### src/rtl/pipelined_adder.sv
// WIDTH-bit add/subtract whose carry chain is cut into STAGES slices, one slice
// resolved per clock, with valid/ready handshakes and full backpressure.
module pipelined_adder #(
  parameter int WIDTH  = 16,
  parameter int STAGES = 4
) (
  input  logic             clk,
  input  logic             rst,
  input  logic             in_valid,
  output logic             in_ready,
  input  logic [WIDTH-1:0] in_a,
  input  logic [WIDTH-1:0] in_b,
  input  logic             in_cin,
  input  logic             in_sub,
  output logic             out_valid,
  input  logic             out_ready,
  output logic [WIDTH-1:0] out_sum,
  output logic             out_cout,
  output logic             out_ovf
);

  localparam int SW = WIDTH / STAGES;
  localparam int L  = STAGES - 1;

  generate
    if ((WIDTH % STAGES) != 0 || WIDTH < 2) begin : g_bad_params
      $error("pipelined_adder: WIDTH must be >= 2 and a multiple of STAGES");
    end
  endgenerate

  logic             advance;
  logic             v_q   [STAGES];
  logic             v_d   [STAGES];
  logic [WIDTH-1:0] a_q   [STAGES];
  logic [WIDTH-1:0] a_d   [STAGES];
  logic [WIDTH-1:0] b_q   [STAGES];
  logic [WIDTH-1:0] b_d   [STAGES];
  logic [WIDTH-1:0] s_q   [STAGES];
  logic [WIDTH-1:0] s_d   [STAGES];
  logic             c_q   [STAGES];
  logic             c_d   [STAGES];
  logic             ovf_q;
  logic             ovf_d;

  logic [WIDTH-1:0] a_in  [STAGES];
  logic [WIDTH-1:0] b_in  [STAGES];
  logic [WIDTH-1:0] s_in  [STAGES];
  logic             c_in  [STAGES];
  logic [SW:0]      slice;

  always_comb begin
    advance = !v_q[L] || out_ready;

    // Stage 0 sees the conditioned operands; later stages see the previous stage registers.
    a_in[0] = in_a;
    b_in[0] = in_b ^ {WIDTH{in_sub}};
    s_in[0] = '0;
    c_in[0] = in_cin ^ in_sub;
    for (int k = 1; k < STAGES; k++) begin
      a_in[k] = a_q[k-1];
      b_in[k] = b_q[k-1];
      s_in[k] = s_q[k-1];
      c_in[k] = c_q[k-1];
    end

    slice = '0;
    for (int k = 0; k < STAGES; k++) begin
      slice = {1'b0, a_in[k][k*SW +: SW]} + {1'b0, b_in[k][k*SW +: SW]}
            + {{SW{1'b0}}, c_in[k]};
      a_d[k] = a_in[k];
      b_d[k] = b_in[k];
      s_d[k] = s_in[k];
      s_d[k][k*SW +: SW] = slice[SW-1:0];
      c_d[k] = slice[SW];
    end

    v_d[0] = in_valid && advance;
    for (int k = 1; k < STAGES; k++) begin
      v_d[k] = v_q[k-1];
    end

    // Carry into the MSB is recovered as a ^ b ^ sum at that bit.
    ovf_d = a_in[L][WIDTH-1] ^ b_in[L][WIDTH-1] ^ s_d[L][WIDTH-1] ^ c_d[L];
  end

  always_ff @(posedge clk) begin
    if (rst) begin
      for (int k = 0; k < STAGES; k++) begin
        v_q[k] <= 1'b0;
        a_q[k] <= '0;
        b_q[k] <= '0;
        s_q[k] <= '0;
        c_q[k] <= 1'b0;
      end
      ovf_q <= 1'b0;
    end else if (advance) begin
      for (int k = 0; k < STAGES; k++) begin
        v_q[k] <= v_d[k];
        a_q[k] <= a_d[k];
        b_q[k] <= b_d[k];
        s_q[k] <= s_d[k];
        c_q[k] <= c_d[k];
      end
      ovf_q <= ovf_d;
    end
  end

  assign in_ready  = advance;
  assign out_valid = v_q[L];
  assign out_sum   = s_q[L];
  assign out_cout  = c_q[L];
  assign out_ovf   = ovf_q;

endmodule

### config.mk
export PLATFORM = sky130hd
export DESIGN_NAME = pipelined_adder
export DESIGN_NICKNAME = d
export VERILOG_FILES = /design/src/rtl/pipelined_adder.sv
export SDC_FILE = /design/constraint.sdc
export NUM_CORES = 1
export LEC_CHECK = 0
export ABC_AREA = 1
export BUFFER_PORTS_ARGS = -buffer_cell sky130_fd_sc_hd__clkbuf_2
export CAP_MARGIN = 20
export CORE_MARGIN = 2
export CORE_UTILIZATION = 45
export CTS_BUF_LIST = sky130_fd_sc_hd__clkbuf_4 sky130_fd_sc_hd__clkbuf_8
export DETAILED_ROUTE_END_ITERATION = 7
export SYNTH_ARGS = -nofsm -noshare
export SYNTH_HDL_FRONTEND = slang
export SYNTH_SLANG_ARGS = --single-unit
### constraint.sdc
create_clock -name clk -period 3.65 [get_ports clk]
set_clock_uncertainty 0.05 [all_clocks]
set_input_delay 0.1825 -clock clk [delete_from_list [all_inputs] [get_ports clk]]
set_output_delay 0.1825 -clock clk [all_outputs]
set_load 0.02 [all_outputs]
# After elaboration in Yosys (flattened, before gate mapping)
# Memory sizes are Yosys's and may differ from the RTL's.
# Cells that the tools add are included.
# totals
regBits	1
ramBits	200
elab_cells	67
n_memories	5
# mem_list
memory	words	word_bits	rd	rd_clocked_by_memory_dff	write_ports	line	source
a_q	4	16	3	0	4	34	logic [WIDTH-1:0] a_q [STAGES];
b_q	4	16	3	0	4	36	logic [WIDTH-1:0] b_q [STAGES];
s_q	4	16	4	0	4	38	logic [WIDTH-1:0] s_q [STAGES];
c_q	4	1	4	0	4	40	logic c_q [STAGES];
v_q	4	1	4	0	4	32	logic v_q [STAGES];
# op_classes
addsub	8
n_mux	25
bitwise	25
n_reduce_logical	3
# ops
operator	count
$mux 16	12
$add 4x4->5	4
$add 5x1->5	4
$or 1x1->1	20
$xor 16x16->16	1
$mux 1	13
$xor 1x1->1	4
$logic_and 1x1->1	1
$logic_not 1->1	1
$logic_or 1x1->1	1

# Longest topological paths before layout
# An unclocked memory read counts as a cell.
# logic_depth
depth_word	7
mapped_depth	10
ltp_nobuf	8

# Least setup slack after synthesis
# Ideal clock, no wire load.
# synth_path
kind	register -> register
start	memory v_q[3]
end	memory a_q[0][10] (enable)
arrival_time_ps	2715
t_required_ps	3142
setup_slack_ps	427
stages_incl_launch_ff	4
n_path_buf	0
cell_sequence	edfxtp_1 > inv_1 > nor2_4 > nand2_1
# synth_lines
element	line
start, declared	32
end, declared	34

==> results.sh <==
export IMPL_status="finished clean"
export IMPL_final_hold_viol_count=0
export IMPL_power_density_mw_per_mm2=464
export IMPL_grt_total_usage_pct=12.1
export IMPL_ys_ff_latch=97
export IMPL_yosys_area_top_type="edfxtp_1"
export IMPL_worst_skew_pair_late_latency_ns=0.35
export IMPL_cp_end_kind="flip-flop"
export IMPL_path_clk_slew_ns=0.09
export IMPL_setup_viol=0
export IMPL_grt_antenna_before_repair=0
export IMPL_clkSinkCount=97
export IMPL_arrival_ns=2.04
export IMPL_gr_total_overflow=0
export IMPL_async_reset_ff_share_pct=0
export IMPL_routabilityCongestion=0.777
export IMPL_cts_root_buffer="clkbuf_8"
export IMPL_post_cts_buffers=0
export IMPL_portBuffers=57
export IMPL_first_pass_iters=4
export IMPL_clk_path_buf_depth=2
export IMPL_core_region_area_sq_mm=0.00973
export IMPL_place_area_sq_mm=0.00486
export IMPL_critPathKind="flip-flop to flip-flop"
export IMPL_nNetsFinal=509
export IMPL_worst_slew_pin_slew_ns=0.917
export IMPL_grt_first_pass_wirelength_mm=10.5
export IMPL_cts_buffers_inserted=9
export IMPL_critPathLaunchType="flip-flop"
export IMPL_yosysTopAreaCellShare_pct=64.2
export IMPL_grt_pass1_vias=2483
export IMPL_num_rows=36
export IMPL_syn_to_final_growth_pct=13.5
export IMPL_synthCells=392
export IMPL_wl_mm=5.92
export IMPL_slew_violations=0
export IMPL_synth_nets=450
export IMPL_boundaryPins=58
export IMPL_cap_viol_max_count=0
export IMPL_avgViaCountPerCell=4.25
export IMPL_cts_tree="done"
export IMPL_slew_headroom_pct=38.9
export IMPL_synth_avg_cell_area_sq_um=11.4
export IMPL_synth_distinct_cells=21
export IMPL_post_cts_resized=0
export IMPL_ys_flop_type="edfxtp_1"
export IMPL_drcViolationCount=0
export IMPL_htree_levels=3
export IMPL_fp_dieArea_sq_mm=0.0108
export IMPL_crit_required_ns=3.71
export IMPL_synth_seq_area_share_pct=64.7
export IMPL_leakage_uw=0.00231
export IMPL_min_period_over_period_pct=54.2
export IMPL_hp_class="input pin to flip-flop"
export IMPL_rsz0062_at_grt="false"
export IMPL_wl_per_cell_microns=10.0
export IMPL_drive_gt1_share_pct=20.2
export IMPL_initial_core_util_pct=46.1
export IMPL_layout_min_cycle_time_ns=1.98
export IMPL_num_antenna_cells=0
export IMPL_drt_iter0_drc=76
export IMPL_synth_top_cells_by_count="96 x edfxtp_1, 93 x nor2_1, 90 x inv_1"
export IMPL_worstPathMaxFanout=47
export IMPL_die_x_microns=104
export IMPL_grt_max_degree=73
export IMPL_fmax_ghz=0.506
export IMPL_synth_edf_count=96
export IMPL_yosysWarnings=0
export IMPL_dr_total_vias=2501
export IMPL_cts_hold_buffers=0
export IMPL_fin_tns_setup_ns=0
export IMPL_die_h_microns=104
export IMPL_netlist_area_sq_mm=0.00449
export IMPL_drtAntennaViolNets=0
export IMPL_fin_area_sq_mm=0.00509
export IMPL_hpwlAfterDp_mm=3.92
export IMPL_ys_top_cells_by_area="edfxtp_1 64%, nor2_1 7.8%, inv_1 7.5%"
export IMPL_yosysMostFrequentCell="edfxtp_1"
export IMPL_ir_drop_mv=0.172
==> through the flow <==
step	hold WS (ns)	util, %	instances	total power (uW)	worst slack, ns
floorplan	0.310	-	392	1550	0.427
global placement	0.414	49.9	573	1610	1.45
detailed placement	0.419	49.9	573	1620	1.41
CTS	0.0554	52.4	589	2400	1.61
global route	0.0763	52.4	589	2470	1.50
finish	0.0702	52.4	589	2370	1.67
==> layer usage <==
metal / up-vias / GRT usage (%) / part of all wire (%) / wire length [microns]
met1: 1118 / 14.7 / 48 / 2860
met3: 9 / 2.57 / 3.7 / 220
met4: 0 / 7.14 / 1.8 / 109
met2: 44 / 19.9 / 46 / 2730
li1: 1330 / - / - / -
met5: - / 0 / 0 / 0
==> path summary, 6_finish.rpt <==
path | start | to | slack [ns] | cells past startpoint
max | v_q[3] | s_q[3][14] | 1.67 | 6
min | in_a[13] | a_q[0][13] | 0.07 | 3
max reg2reg | v_q[3] | s_q[3][14] | 1.67 | 6
min reg2reg | out_ovf | out_ovf | 0.43 | 2
==> cell usage in the layout (no fill, tap or decap) <==
master / count
nor2_4: 2
clkbuf_8: 11
nor3_1: 2
xor2_1: 5
buf_4: 2
nor2_2: 10
dfxtp_1: 1
bufinv_16: 2
clkbuf_2: 57
inv_2: 1
or2_2: 2
nand3_1: 4
clkinvlp_4: 2
edfxtp_1: 96
nand2_4: 1
ha_1: 12
inv_1: 90
fa_1: 8
a21oi_1: 6
nor3b_1: 4
xnor2_1: 12
nand2_1: 27
clkbuf_4: 1
buf_12: 1
nor2_1: 93
o21ai_0: 4
==> critical path, cell delays in order (launching register included) <==
cell      delay [ns]
edfxtp_1        0.35
inv_1           0.07
nor2_4          0.16
nor2_4          0.09
inv_2           0.61
buf_12          0.31
nor3b_1         0.08
==> sequential cells by signal, summed over array words and instances (netlist names) <==
| register | cells |
|---|---|
| out_ovf | 1 |
| s_q | 40 |
| c_q | 4 |
| b_q | 24 |
| a_q | 24 |
| v_q | 4 |
==> cell type report <==
cell class | instances | area, sq um
repair buffers | 60 | 320
clock inverters | 4 | 75.1
fillers | 909 | 4640
multi-input cells | 192 | 1130
well taps | 133 | 166
inverters | 91 | 342
flip-flops and latches | 97 | 2900
clock buffers | 12 | 159
==> power by group <==
part	switching (uW)	internal (uW)	total [uW]
clock network	349	431	780
registers	26.1	1320	1340
logic	142	99.4	241
==> kinds of logic after synthesis <==
kind of cell | Yosys count | synth area share (%)
buffers and inverters | 103 | 10.3
xor gates and xnor gates | 17 | 3.32
DFF | 97 | 64.7
adders and majority gates | 20 | 6.92
AOI/OAI and AO/OA | 10 | 1.12
and+or+nand+nor | 145 | 13.6
No activity file was read; power rests on OpenSTA's default activity.
